`src/rtl/keypad_scanner.sv`:
```
`default_nettype none
// ============================================================================
// Module   : keypad_scanner
// Desc     : 4x4 matrix keypad scanner with scan-level debounce and a
//            valid/ready key event output. Define KEY_REPEAT_EN to build in
//            auto-repeat while a key is held.
// Revision : 1.0 - initial release
// ============================================================================
module keypad_scanner #(
    parameter int SCAN_DIV     = 50_000,
    parameter int STABLE_SCANS = 10,
    parameter int REPEAT_SCANS = 50
) (
    input  logic       clk,
    input  logic       rst,
    input  logic [3:0] row,
    output logic [3:0] col,
    output logic [3:0] key_code,
    output logic       key_valid,
    input  logic       key_ready,
    output logic       key_held,
    output logic       key_drop
);

    localparam int c_DIV_W = (SCAN_DIV > 1) ? $clog2(SCAN_DIV) : 1;
    localparam int c_STB_W = $clog2(STABLE_SCANS + 1);
    localparam logic [c_DIV_W-1:0] c_DIV_LAST  = c_DIV_W'(SCAN_DIV - 1);
    localparam logic [c_STB_W-1:0] c_STB_MAX   = c_STB_W'(STABLE_SCANS);

    typedef enum logic [0:0] {
        ST_IDLE = 1'b0,
        ST_HELD = 1'b1
    } state_t;

    logic [3:0]         r_row_meta;
    logic [3:0]         r_row_sync;
    logic [c_DIV_W-1:0] r_div_cnt;
    logic [1:0]         r_col_idx;
    logic [1:0]         r_hits;
    logic [3:0]         r_acc_code;
    logic [4:0]         r_prev_result;
    logic [c_STB_W-1:0] r_stable_cnt;
    state_t             r_state;
    state_t             w_state_next;
    logic               r_evt;
    logic [3:0]         r_evt_code;

    logic               w_sample;
    logic               w_scan_end;
    logic [3:0]         w_low;
    logic [2:0]         w_col_hits;
    logic [1:0]         w_row_idx;
    logic [2:0]         w_total;
    logic [1:0]         w_hits_next;
    logic [3:0]         w_code_next;
    logic [4:0]         w_result;
    logic [c_STB_W-1:0] w_cnt_next;
    logic               w_stable;
    logic               w_enter;
    logic               w_repeat;

    function automatic logic [3:0] key_lut(input logic [1:0] r, input logic [1:0] c);
        case ({r, c})
            4'h0: key_lut = 4'h1;
            4'h1: key_lut = 4'h2;
            4'h2: key_lut = 4'h3;
            4'h3: key_lut = 4'hA;
            4'h4: key_lut = 4'h4;
            4'h5: key_lut = 4'h5;
            4'h6: key_lut = 4'h6;
            4'h7: key_lut = 4'hB;
            4'h8: key_lut = 4'h7;
            4'h9: key_lut = 4'h8;
            4'hA: key_lut = 4'h9;
            4'hB: key_lut = 4'hC;
            4'hC: key_lut = 4'hE;
            4'hD: key_lut = 4'h0;
            4'hE: key_lut = 4'hF;
            default: key_lut = 4'hD;
        endcase
    endfunction

    assign col        = ~(4'b0001 << r_col_idx);
    assign key_held   = (r_state == ST_HELD);
    assign w_sample   = (r_div_cnt == c_DIV_LAST);
    assign w_scan_end = w_sample && (r_col_idx == 2'd3);
    assign w_low      = ~r_row_sync;

    always_ff @(posedge clk) begin
        if (rst) begin
            r_row_meta <= '0;
            r_row_sync <= '0;
            r_div_cnt  <= '0;
            r_col_idx  <= '0;
        end else begin
            r_row_meta <= row;
            r_row_sync <= r_row_meta;
            if (w_sample) begin
                r_div_cnt <= '0;
                r_col_idx <= r_col_idx + 2'd1;
            end else begin
                r_div_cnt <= r_div_cnt + 1'b1;
            end
        end
    end

    // Hits saturate at 2 so a multi-key scan collapses to "no key" below.
    always_comb begin
        w_col_hits = 3'(w_low[0]) + 3'(w_low[1]) + 3'(w_low[2]) + 3'(w_low[3]);
        w_row_idx  = 2'd0;
        for (int i = 3; i >= 0; i--) begin
            if (w_low[i]) w_row_idx = 2'(i);
        end
        w_total     = {1'b0, r_hits} + w_col_hits;
        w_hits_next = (w_total >= 3'd2) ? 2'd2 : w_total[1:0];
        w_code_next = (w_col_hits == 3'd1) ? key_lut(w_row_idx, r_col_idx) : r_acc_code;
        w_result    = (w_hits_next == 2'd1) ? {1'b1, w_code_next} : 5'b0;
        if (w_result == r_prev_result) begin
            w_cnt_next = (r_stable_cnt == c_STB_MAX) ? r_stable_cnt : r_stable_cnt + 1'b1;
        end else begin
            w_cnt_next = c_STB_W'(1);
        end
        w_stable = (w_cnt_next == c_STB_MAX);
    end

    always_ff @(posedge clk) begin
        if (rst) begin
            r_hits        <= '0;
            r_acc_code    <= '0;
            r_prev_result <= '0;
            r_stable_cnt  <= '0;
        end else if (w_scan_end) begin
            r_hits        <= '0;
            r_acc_code    <= '0;
            r_prev_result <= w_result;
            r_stable_cnt  <= w_cnt_next;
        end else if (w_sample) begin
            r_hits     <= w_hits_next;
            r_acc_code <= w_code_next;
        end
    end

    always_ff @(posedge clk) begin
        if (rst) r_state <= ST_IDLE;
        else     r_state <= w_state_next;
    end

    // A different stable key while HELD is deliberately ignored until release.
    always_comb begin
        w_state_next = r_state;
        if (w_scan_end && w_stable) begin
            case (r_state)
                ST_IDLE: if (w_result[4])  w_state_next = ST_HELD;
                ST_HELD: if (!w_result[4]) w_state_next = ST_IDLE;
                default: w_state_next = ST_IDLE;
            endcase
        end
    end

    assign w_enter = (r_state == ST_IDLE) && (w_state_next == ST_HELD);

`ifdef KEY_REPEAT_EN
    localparam int c_REP_W = (REPEAT_SCANS > 1) ? $clog2(REPEAT_SCANS) : 1;
    localparam logic [c_REP_W-1:0] c_REP_LAST = c_REP_W'(REPEAT_SCANS - 1);
    logic [c_REP_W-1:0] r_rep_cnt;

    assign w_repeat = w_scan_end && (r_state == ST_HELD) && (w_state_next == ST_HELD)
                      && (r_rep_cnt == c_REP_LAST);

    always_ff @(posedge clk) begin
        if (rst || w_enter) begin
            r_rep_cnt <= '0;
        end else if (w_scan_end && (r_state == ST_HELD)) begin
            r_rep_cnt <= w_repeat ? '0 : r_rep_cnt + 1'b1;
        end
    end
`else
    // Repeat compiled out; the parameter stays referenced so both builds lint alike.
    assign w_repeat = (REPEAT_SCANS < 0);
`endif

    // r_evt_code only changes on entry to HELD, so repeats reuse the held code.
    always_ff @(posedge clk) begin
        if (rst) begin
            r_evt      <= 1'b0;
            r_evt_code <= '0;
        end else begin
            r_evt <= w_enter | w_repeat;
            if (w_enter) r_evt_code <= w_result[3:0];
        end
    end

    always_ff @(posedge clk) begin
        if (rst) begin
            key_code  <= '0;
            key_valid <= 1'b0;
            key_drop  <= 1'b0;
        end else if (r_evt) begin
            if (!key_valid || key_ready) begin
                key_code  <= r_evt_code;
                key_valid <= 1'b1;
            end else begin
                key_drop <= 1'b1;
            end
        end else if (key_ready) begin
            key_valid <= 1'b0;
        end
    end

endmodule
`default_nettype wire
```
`config.mk`:
```
export PLATFORM = sky130hd
export DESIGN_NAME = keypad_scanner
export DESIGN_NICKNAME = d
export VERILOG_FILES = /design/src/rtl/keypad_scanner.sv
export SDC_FILE = /design/constraint.sdc
export NUM_CORES = 1
export LEC_CHECK = 0
export BUFFER_PORTS_ARGS = -buffer_cell sky130_fd_sc_hd__buf_2
export CORE_MARGIN = 1
export CORE_UTILIZATION = 45
export CTS_BUF_LIST = sky130_fd_sc_hd__clkbuf_8
export DETAILED_ROUTE_END_ITERATION = 8
export HOLD_SLACK_MARGIN = 0.05
export MAX_ROUTING_LAYER = met4
export PLACE_DENSITY = 0.65
export SLEW_MARGIN = 25
export SYNTH_ARGS = -nofsm -noshare
export SYNTH_HDL_FRONTEND = slang
export SYNTH_SLANG_ARGS = --single-unit
```
`constraint.sdc`:
```
create_clock -name clk -period 4.3 [get_ports clk]
set_input_delay 1.075 -clock clk [delete_from_list [all_inputs] [get_ports clk]]
set_output_delay 1.075 -clock clk [all_outputs]
set_load 0.01 [all_outputs]
```
==> impl_results.rst <==
.. list-table::
   :header-rows: 1

   * - Metric
     - Value
   * - Result of the run
     - finished, final reports clean
   * - Hold slack final
     - 0.446 ns
   * - Mapped Nets
     - between 300 and 400
   * - Flops & latches, synth
     - 53
   * - Number of distinct standard cells referenced by the synthesized netlist
     - a little under 60
   * - Clock transition at the register clock pins on the worst setup and hold paths after CTS
     - roughly 0.10 ns
   * - Areal power density over the cells
     - roughly 300 nW/um2
   * - Count of warnings emitted by yosys
     - 0
   * - Maximum clock path buffer count
     - 2
   * - Simple logic cell fraction of the synthesized area
     - approximately a quarter
   * - Endpoint class of the critical path
     - flop
   * - Post-route minimum period
     - ~3.9 ns
   * - Final-report hold violation count
     - 0
   * - Post-place setup slack
     - about 0.52 ns
   * - GRT Resource Usage Total
     - about a fifth
   * - Largest net degree at the start of global routing
     - 40
   * - Post-synth design cell area
     - around 2700 um2
   * - Vias in the first global route
     - around 2100
   * - Crit path arrival time
     - approximately 4.1 ns
   * - Worst IR Drop VDD
     - between 0.2 and 0.25 mV
   * - Die Outline Area
     - 6400 um2
   * - # nets final
     - around 360
   * - Fin worst setup slack
     - between 0.4 and 0.5 ns
   * - Share of synthesized registers carrying an async set or reset
     - 0%
   * - Synthesized area divided by synthesized cell count
     - about 8.4 um2
   * - Kind of start point of the critical path
     - flop
   * - Largest stage delay on the critical path
     - a little over 0.5 ns
   * - Startpoint-to-endpoint class of the critical path
     - reg2reg
   * - Clock latency of the later-clocked register in the worst-skew pair
     - 0.31 ns
   * - Leakage dissipation
     - ~1.1 nW
   * - Worst Path Max Fanout
     - 10
   * - Port Buffers
     - 17
   * - Post-DP HPWL
     - 3980 um
   * - Worst min-delay path class
     - reg2reg
   * - # rows
     - 28
   * - Mean number of vias per cell
     - 5.46
   * - Via Count
     - 2255
   * - Placer Congestion
     - between 0.8 and 0.9
   * - Sum Neg Setup Slack
     - 0 ns
   * - DRC viols
     - 0
   * - Fraction of the mapped netlist area in compound gates
     - between 15 and 20%
   * - Total Routed Length
     - around 5600 um
   * - Ratio of cells with drive above 1 in the final layout
     - around a tenth
   * - Core area
     - just under 6000 um2
   * - Worst Hold Path Cells
     - 1
   * - H-tree depth reported by CTS
     - 2
   * - Fraction of the yosys area taken by sequential cells
     - 38.8%
   * - Effective utilization at floorplan
     - a little under half
   * - Num CTS Buffers
     - 5
   * - Max-slew headroom at the worst pin
     - 51.6%
   * - RSZ-0062 raised after global routing
     - false
   * - Final setup fails
     - 0
   * - Synth Area in Adders
     - under 10%
   * - Worst path required time
     - about 4.5 ns
   * - Number of design-rule violations left by the first detailed-router iteration
     - about 190
   * - Xor-xnor portion of the synthesized cell area
     - 5.76%
   * - Maximum clock skew at final layout
     - ~0.013 ns
   * - Number of inserted diodes
     - 0
   * - Die Ht
     - about 80 um
   * - Wire length of the first global-routing pass
     - around 9700 um
   * - Cell chosen for the clock root
     - clkbuf_8
   * - Largest family of logic cells by synthesized area
     - simple AND/OR/NAND/NOR gates
   * - Horizontal die dimension
     - 80.0 um
   * - TritonCTS Sinks
     - 53
   * - TritonCTS clock tree
     - yes
   * - Cell breakdown of the critical path
     - inv_1, fa_1, ha_1, ha_1, fa_1, nand2b_1, nor2_1, o21ai_0, a211oi_1, and4_4, nand4_1, a21oi_1
   * - Proportion of synthesized area in mux cells
     - between 1.5 and 2%
   * - Number of instances in the synthesized netlist
     - between 300 and 400
   * - Transition time at the pin with the least slew margin
     - a little over 0.7 ns
   * - Reported max-cap violation count
     - 0
   * - Hold-fix buffer count after cts
     - 0
   * - Number of iterations in the first detailed-routing pass
     - 4
   * - Total global routing overflow
     - 0
   * - CP max stage cell
     - dfxtp_1
   * - Most instantiated flip-flop cell in the synthesis netlist
     - dfxtp_1
   * - WL/cell
     - 13.5 um
   * - I/O pins
     - 18
   * - Total count of max-transition violations in the final report
     - 0
   * - Antenna viol nets, final
     - 0
   * - Number of flops mapped to enable cells by yosys
     - 0
   * - Reg2Reg Depth
     - 12
   * - CTS resizes
     - 0
   * - Initial antenna violation count
     - 0
   * - Top achievable clock speed
     - ~260 MHz
   * - Post-synthesis to final-layout area growth
     - 8.46%
   * - Setup Buffers After CTS
     - 0
   * - Post-route core utilization
     - about half
   * - Final critical-path share of the clock period
     - around nine tenths
[metrics by stage]
stage	area, um2	power [mW]	std cells
finish	2970	0.875	413
global placement	2870	0.590	405
detailed placement	2870	0.591	405
CTS	2970	0.884	413
global route	2970	0.921	413
floorplan	2740	0.577	324
[state kept, by name, summed over array words and instances, names as in the netlist]
name           flops
r_div_cnt         16
r_prev_result      5
key_code           4
r_acc_code         4
r_evt_code         4
r_row_meta         4
r_row_sync         4
r_stable_cnt       4
r_col_idx          2
r_hits             2
key_drop           1
key_held           1
key_valid          1
r_evt              1
[layer usage]
| layer | up-vias | global-route usage [%] | share of wire, % |
|---|---|---|---|
| met3 | 10 | 4.46 | 4.1 |
| met4 | 0 | 5.89 | 1.7 |
| met1 | 1055 | 25.2 | 49 |
| met2 | 51 | 30.9 | 46 |
| met5 | - | - | 0 |
| li1 | 1139 | - | - |
[where the power goes]
group	internal [mW]	leakage [nW]	switching, mW
sequential	0.497	0.429	0.00725
combinational	0.0287	0.663	0.0465
clock	0.131	0.0512	0.164
[path summary, 6_finish.rpt]
check | from | to | slack (ns)
worst max-delay path | r_row_sync[0] | key_held | 0.44
worst min-delay path | r_row_meta[0] | r_row_sync[0] | 0.45
worst max register to register | r_row_sync[0] | key_held | 0.44
worst min register to register | r_row_meta[0] | r_row_sync[0] | 0.45
[synth_stat cells (all sizes together), types with 2 or more instances]
master	number	area, um2
clkbuf	8	30.0
nand4b	2	17.5
mux2i	5	50.1
a22oi	9	81.3
and2	3	18.8
dfxtp	53	1060
o31ai	2	15.0
nor2b	14	87.6
nand4	4	31.3
nor2	57	216
nor3b	3	22.5
and3	2	12.5
inv	16	60.1
nand3	14	70.1
o21ai	17	92.6
a211oi	3	27.5
nand2	19	71.3
nor3	5	25.0
xor2	10	87.6
nand2b	5	31.3
or3b	3	26.3
ha	12	150
o211ai	2	15.0
fa	2	40.0
buf	5	28.8
or3	2	12.5
xnor2	8	70.1
a21oi	16	80.1
o221ai	2	17.5
nor4b	2	17.5
[critical path: cells and delay by family, from the launching register on]
family / cells / cell delay (ns)
fa+ha+maj: 4 / 1.51
buf+inv: 1 / 0.15
flops: 1 / 0.51
compound gates: 3 / 0.67
simple gates: 4 / 0.94
[layout by cell type, fill, tap and decap left out, types with 8 or more instances in the layout]
master   instances
xnor2_1          8
buf_2           17
nand3_1         14
a22oi_1          8
inv_1           16
dfxtp_1         53
nand2_1         19
nor2_1          56
xor2_1          10
o21ai_0         14
nor2b_1         14
ha_1            12
a21oi_1         16
[cell families (layout without fill, tap and decap cells)]
family	after synthesis	count (layout)
xor+xnor	18	18
fa+ha+maj	14	14
buf+inv	29	43
simple gates	141	141
mux	5	5
compound gates	64	64
flops	53	53
[cell type report]
cell class / instances / area, um2
clock buffer: 6 / 82.6
clock inverter: 2 / 13.8
fill: 578 / 2920
inverter: 16 / 60.1
multi-input combinational: 242 / 1560
sequential: 53 / 1060
tap: 75 / 93.8
timing repair buffer: 19 / 100
Note: power is estimated with default switching activity, not from simulation.
